### src/rtl/anc_flag_pkg.sv
// Shared constants for the ANC event-flag bank: how a channel resolves
// simultaneous set and reset requests.
package anc_flag_pkg;

    localparam int PRIO_RESET  = 0;
    localparam int PRIO_SET    = 1;
    localparam int PRIO_TOGGLE = 2;

endpackage

### src/rtl/rs_flag_cell.sv
// One flag channel: the set/reset flag, its retriggerable auto-clear
// counter, and registered Rise/Fall/Expired pulses aligned with the new Q.
module rs_flag_cell
    import anc_flag_pkg::*;
#(
    parameter int PRIORITY    = PRIO_RESET,
    parameter int HOLD_CYCLES = 0,
    parameter int CNT_W       = 1
) (
    input  logic Clk,
    input  logic Rst,
    input  logic S,
    input  logic R,
    input  logic Clr_all,
    output logic Q,
    output logic Rise,
    output logic Fall,
    output logic Expired
);

    localparam logic [CNT_W-1:0] HOLD = CNT_W'(HOLD_CYCLES);

    logic [CNT_W-1:0] cnt;
    logic [CNT_W-1:0] cntNext;
    logic             qNext;
    logic             load;
    logic             expire;

    // Next-state choice, highest priority first; load marks edges where S
    // is the reason Q ends up 1, which is what restarts the timeout.
    always_comb begin
        qNext  = Q;
        load   = 1'b0;
        expire = 1'b0;
        if (Clr_all) begin
            qNext = 1'b0;
        end else if (S && R) begin
            case (PRIORITY)
                PRIO_SET: begin
                    qNext = 1'b1;
                    load  = 1'b1;
                end
                PRIO_TOGGLE: begin
                    qNext = ~Q;
                    load  = ~Q;
                end
                default: qNext = 1'b0;
            endcase
        end else if (R) begin
            qNext = 1'b0;
        end else if (S) begin
            qNext = 1'b1;
            load  = 1'b1;
        end else if (HOLD_CYCLES > 0 && Q && cnt == CNT_W'(1)) begin
            qNext  = 1'b0;
            expire = 1'b1;
        end

        if (!qNext || HOLD_CYCLES == 0) begin
            cntNext = '0;
        end else if (load) begin
            cntNext = HOLD;
        end else if (cnt != '0) begin
            cntNext = cnt - CNT_W'(1);
        end else begin
            cntNext = cnt;
        end
    end

    always_ff @(posedge Clk) begin
        if (Rst) begin
            Q       <= 1'b0;
            Rise    <= 1'b0;
            Fall    <= 1'b0;
            Expired <= 1'b0;
            cnt     <= '0;
        end else begin
            Q       <= qNext;
            Rise    <= qNext & ~Q;
            Fall    <= ~qNext & Q;
            Expired <= expire;
            cnt     <= cntNext;
        end
    end

endmodule

### src/rtl/rs_flag_bank.sv
// Bank of independent set/reset event flags with edge pulses and
// Any/Count summaries for the ANC control FSMs.
module rs_flag_bank
    import anc_flag_pkg::*;
#(
    parameter int CHANNELS    = 4,
    parameter int PRIORITY    = PRIO_RESET,
    parameter int HOLD_CYCLES = 0
) (
    input  logic                          Clk,
    input  logic                          Rst,
    input  logic [CHANNELS-1:0]           S,
    input  logic [CHANNELS-1:0]           R,
    input  logic                          Clr_all,
    output logic [CHANNELS-1:0]           Q,
    output logic [CHANNELS-1:0]           Rise,
    output logic [CHANNELS-1:0]           Fall,
    output logic [CHANNELS-1:0]           Expired,
    output logic                          Any,
    output logic [$clog2(CHANNELS+1)-1:0] Count
);

    localparam int CNT_W = (HOLD_CYCLES > 0) ? $clog2(HOLD_CYCLES + 1) : 1;
    localparam int CW    = $clog2(CHANNELS + 1);

    for (genvar i = 0; i < CHANNELS; i++) begin : gCell
        rs_flag_cell #(
            .PRIORITY    (PRIORITY),
            .HOLD_CYCLES (HOLD_CYCLES),
            .CNT_W       (CNT_W)
        ) uCell (
            .Clk     (Clk),
            .Rst     (Rst),
            .S       (S[i]),
            .R       (R[i]),
            .Clr_all (Clr_all),
            .Q       (Q[i]),
            .Rise    (Rise[i]),
            .Fall    (Fall[i]),
            .Expired (Expired[i])
        );
    end

    assign Any = |Q;

    // Popcount straight off the flag registers, so Count tracks Q with no lag.
    always_comb begin
        Count = '0;
        for (int i = 0; i < CHANNELS; i++) begin
            Count = Count + CW'(Q[i]);
        end
    end

endmodule

### config.mk
export PLATFORM = sky130hd
export DESIGN_NAME = rs_flag_bank
export DESIGN_NICKNAME = d
export VERILOG_FILES = /design/src/rtl/anc_flag_pkg.sv /design/src/rtl/rs_flag_cell.sv /design/src/rtl/rs_flag_bank.sv
export SDC_FILE = /design/constraint.sdc
export NUM_CORES = 1
export LEC_CHECK = 0
export CORE_ASPECT_RATIO = 0.9
export CORE_UTILIZATION = 37
export DETAILED_ROUTE_END_ITERATION = 8
export PLACE_DENSITY = 0.74
export REMOVE_ABC_BUFFERS = 1
export SETUP_SLACK_MARGIN = 0.1
export SLEW_MARGIN = 10
export SYNTH_ARGS = -nofsm -noshare
export SYNTH_HDL_FRONTEND = slang
export SYNTH_SLANG_ARGS = --single-unit
### constraint.sdc
create_clock -name Clk -period 2.6 [get_ports Clk]
set_clock_uncertainty 0.1 [all_clocks]
set_input_delay 0.52 -clock Clk [delete_from_list [all_inputs] [get_ports Clk]]
set_output_delay 0.52 -clock Clk [all_outputs]
set_load 0.01 [all_outputs]
Yosys cells after proc, flatten, opt, wreduce, memory -nomap -nowiden
Cells that the tools add are included.

storage, ports and cells
  latch bits = 0
  memories kept = 0
  bits in registers = 12
  memory bits (writable) = 0
  logic and storage cells = 52
  output and inout port bits = 20
  input bits = 11
  ROM bits = 0

operators by class
  equality and inequality tests = 0
  shift-type cells = 0
  reduce and logical (&&, ||, !) cells = 5
  bitwise logic cells = 16
  divide/modulo/power cells = 0
  mux-type cells = 16
  add/sub/neg operators = 3
  multiply operators = 0
  magnitude comparators = 0

operators by type and width
  cell                                    count
  1-bit two-way mux                       16
  1-bit bitwise AND                       8
  1-bit NOT                               8
  1-bit logical AND                       4
  4-bit OR reduction                      1
  2-bit by 1-bit adder with 3-bit output  1
  3-bit by 1-bit adder with 3-bit output  1
  1-bit by 1-bit adder with 2-bit output  1

Depth between registers and ports, before layout
  depth in word-level cells = 6
  mapped depth = 5
  gate-level depth less buffers = 5

Hierarchy
Synthesis repeated with hierarchy kept, for this count alone.

unflattened totals
  cell total of the unflattened synthesis = 50
  area total of the unflattened synthesis = 505.5 um2

by module, submodules not included
  module        cells an instance  sequential area each (um2)  times used  area an instance (um2)
  rs_flag_cell  10                 60.1                        4           105.1
  rs_flag_bank  10                 0.0                         1           85.1

Worst setup path before layout
OpenSTA, ideal clock, no wires.

  path kind = flip-flop to output port
  start = register gCell[0].uCell.Q
  end = output port Count[1]
  cell stages (with the launch flop) = 6
  slack = 0.458 ns
  arrival time = 1.522 ns
  required time = 1.980 ns
  buffers on the path = 0
  path through = dfxtp_1 > inv_1 > fa_1 > inv_1 > ha_1 > ha_1

between the ends
  longest elaborated chain between the ends = 3

ends and longest elaborated chain
  item                                    line                source
  from (decl)                             rs_flag_cell.sv:15  output logic Q,
  from (signal assigned)                  rs_flag_cell.sv:78  Q <= qNext;
  1-bit by 1-bit adder with 2-bit output  rs_flag_bank.sv:50  Count = Count + CW'(Q[i]);
  2-bit by 1-bit adder with 3-bit output  rs_flag_bank.sv:50
  3-bit by 1-bit adder with 3-bit output  rs_flag_bank.sv:50
  to (decl)                               rs_flag_bank.sv:20  output logic [$clog2(CHANNELS+1)-1:0] Count

Every way passes these cells.

Worst setup path in the final report
Ends and elaborated chain as after synthesis.

==> run summary <==
Residual DRC: 0
DRT iter0 DRCs: 3
Worst Path Required: 1980 ps
Antenna Nets Post-Route: 0
reg2reg start: gCell[1].uCell.Q
total grt overflow: 0
DPL Wire Length: 842 um
hold wc startpoint: gCell[0].uCell.Q
I/O pin total: 31
CTS tree: built
post-layout util: 0.553
fraction of layout cells with a size suffix above 1: 0.188
Post-Syn Area: 633 um2
Worst-path clk slew: 70 ps
commonest cells after routing, fill and taps aside: clkdlybuf4s50_1, dfxtp_1, nor2_1
r2r worst-path depth: 2
Syn Inst Count: 62
Nets: 97
clk sinks: 12
first-pass GRT wire length: 1570 um
# rows: 13
unrepaired setup endpoints after global routing: false
Pins Over Slew Limit: 0
pre-CTS setup slack: 48.2 ps
HP Class: reg2reg
final worst path period need: 2410 ps
min setup slack post-route: 190 ps
syn avg cell area: 10.2 um2
CP top delay family: adder cells
Max stage delay on crit path: 530 ps
Power Dens Cells: 432 nW/um2
fillers: 150
Leakage: 0.353 nW
Longest Clk Path Bufs: 2
die area: 1880 um2
dominant cell type by area after synthesis: dfxtp_1
Area Overhead vs Synth: 32.2%
Num CTS Buffers: 3
Global Route Usage Sum: 0.128
Worst path slowest cell: fa_1
Synth area leaders: dfxtp_1, buf_4, nor4b_4
total negative setup slack: 0 ps
Final Cycle Share: 0.927
Die W: 45.6 um
Worst setup EP type: primary output
initial antenna violation count: 0
status: finished, final reports clean
register area share after synthesis: 0.379
Setup crit start kind: register
Pre-Repair DR Iteration Count: 2
GR peak layer: met2
Post-Route WL: 1040 um
met3 usage: 0.0661
Crit path arrival time: 1790 ps
floorplan core area: 1510 um2
via/cell ratio: 4.22
Worst-Skew Late Latency: 260 ps
number of global-route vias before repair: 339
met1 Use GR: 0.138
CP dominant cell by count: ha_1
IO Port Bufs: 26
total power: 0.362 mW
maximum clock frequency: 415 MHz
total number of vias: 430
r2r setup slk: 1710 ps
top cell type's share of synthesized area: 0.379
crit-path cells: inv_2 -> fa_1 -> inv_1 -> ha_1 -> ha_1 -> buf_2
Final Hold Fails: 0
Crit Path Class: reg2out
R2R Path End: gCell[1].uCell.Rise
commonest non-fill, non-tap cell in the layout: clkdlybuf4s50_1
Hold Slack: 395 ps
Worst Hold Path EP: gCell[0].uCell.Fall
# diodes: 0
post-synth cell types: 13
Initial Utilization: 0.419
met2 Use GR: 0.218
Max Cap Violations: 0
wire per inst: 10.2 um
Slew HR: 0.642
highest fanout seen on the critical path: 3
Post-CTS Setup Inserts: 0
die height: 41.2 um
Worst Path Buf+Inv: 3
H-tree Lvls: 1
Routability Congestion: 0.737
register bit count reported by yosys: 12
worst vdd ir: 0.298 mV
worst slew pin tran: 537 ps
largest net degree at the start of global routing: 9
count of final setup violators: 0
Hold Path Stages: 2
Root Buffer: clkbuf_4
Syn. warnings: 0
## sequential cells by signal (all words and copies together), names as in the netlist
signal / count
gCell.uCell.Rise: 4
gCell.uCell.Q: 4
gCell.uCell.Fall: 4
## final cells by class
class,count,area [um2],share of cell area
inverters,5,18.8,0.0224
repair buffers,29,272,0.324
flip-flops and latches,12,243,0.290
clock buffers,3,22.5,0.0269
multi-input cells,31,254,0.303
well taps,22,27.5,0.0329
## routing by layer
metal	share of wire	routed length [um]	vias up
met1	0.42	435	192
li1	-	-	218
met3	0.084	88	0
met2	0.50	519	20
met4	0	0	0
met5	0	0	-
## Yosys cell counts, drive strengths merged
cell / n
buf: 17
conb: 1
dfxtp: 12
fa: 1
ha: 3
inv: 5
nand2: 1
nor2: 9
nor3: 7
nor3b: 1
nor4b: 4
or2: 1
## per-stage QoR
stage	std cells	instance area [um2]
5_1_grt	102	837
6_report	102	837
2_1_floorplan	48	513
3_5_place_dp	99	823
3_3_place_gp	99	823
4_1_cts	102	842
## kinds of logic (layout without fill, tap and decap cells)
group / after synthesis / after routing / share of synthesized area
flip-flops: 12 / 12 / 0.379
AND/OR/NAND/NOR: 23 / 23 / 0.287
adder cells (fa/ha/maj): 4 / 4 / 0.0909
other: 1 / 4 / 0.00592
buffers and inverters: 22 / 37 / 0.237
## worst register-to-register path, stage by stage (launching register included)
cell     delay (ps)
dfxtp_2         320
buf_4           140
nor4b_4         250
## worst max-delay path by stage
| stage | from | to | slack [ps] | cells after the start |
|---|---|---|---|---|
| after floorplan | gCell[0].uCell.Q | Count[1] | 390 | 5 |
| after global placement | gCell[0].uCell.Q | Count[1] | 60 | 6 |
| after detailed placement | gCell[0].uCell.Q | Count[1] | 50 | 6 |
| after CTS | gCell[0].uCell.Q | Count[2] | 160 | 6 |
| after global routing | gCell[0].uCell.Q | Count[1] | 110 | 6 |
| final | gCell[0].uCell.Q | Count[1] | 190 | 6 |
## timing repair
action | CTS | global route
hold buffers | 0 | 0
setup endpoints to repair | 3 | 1
pin swaps | 0 | 0
gates cloned | 0 | 0
resized for setup | 10 | 1
## report_power, final
| group | internal, mW | total [mW] | switching [mW] |
|---|---|---|---|
| sequential | 0.188 | 0.191 | 0.00229 |
| clock | 0.0535 | 0.106 | 0.0530 |
| combinational | 0.0359 | 0.0647 | 0.0288 |
Power figures use the tool's default switching activity.
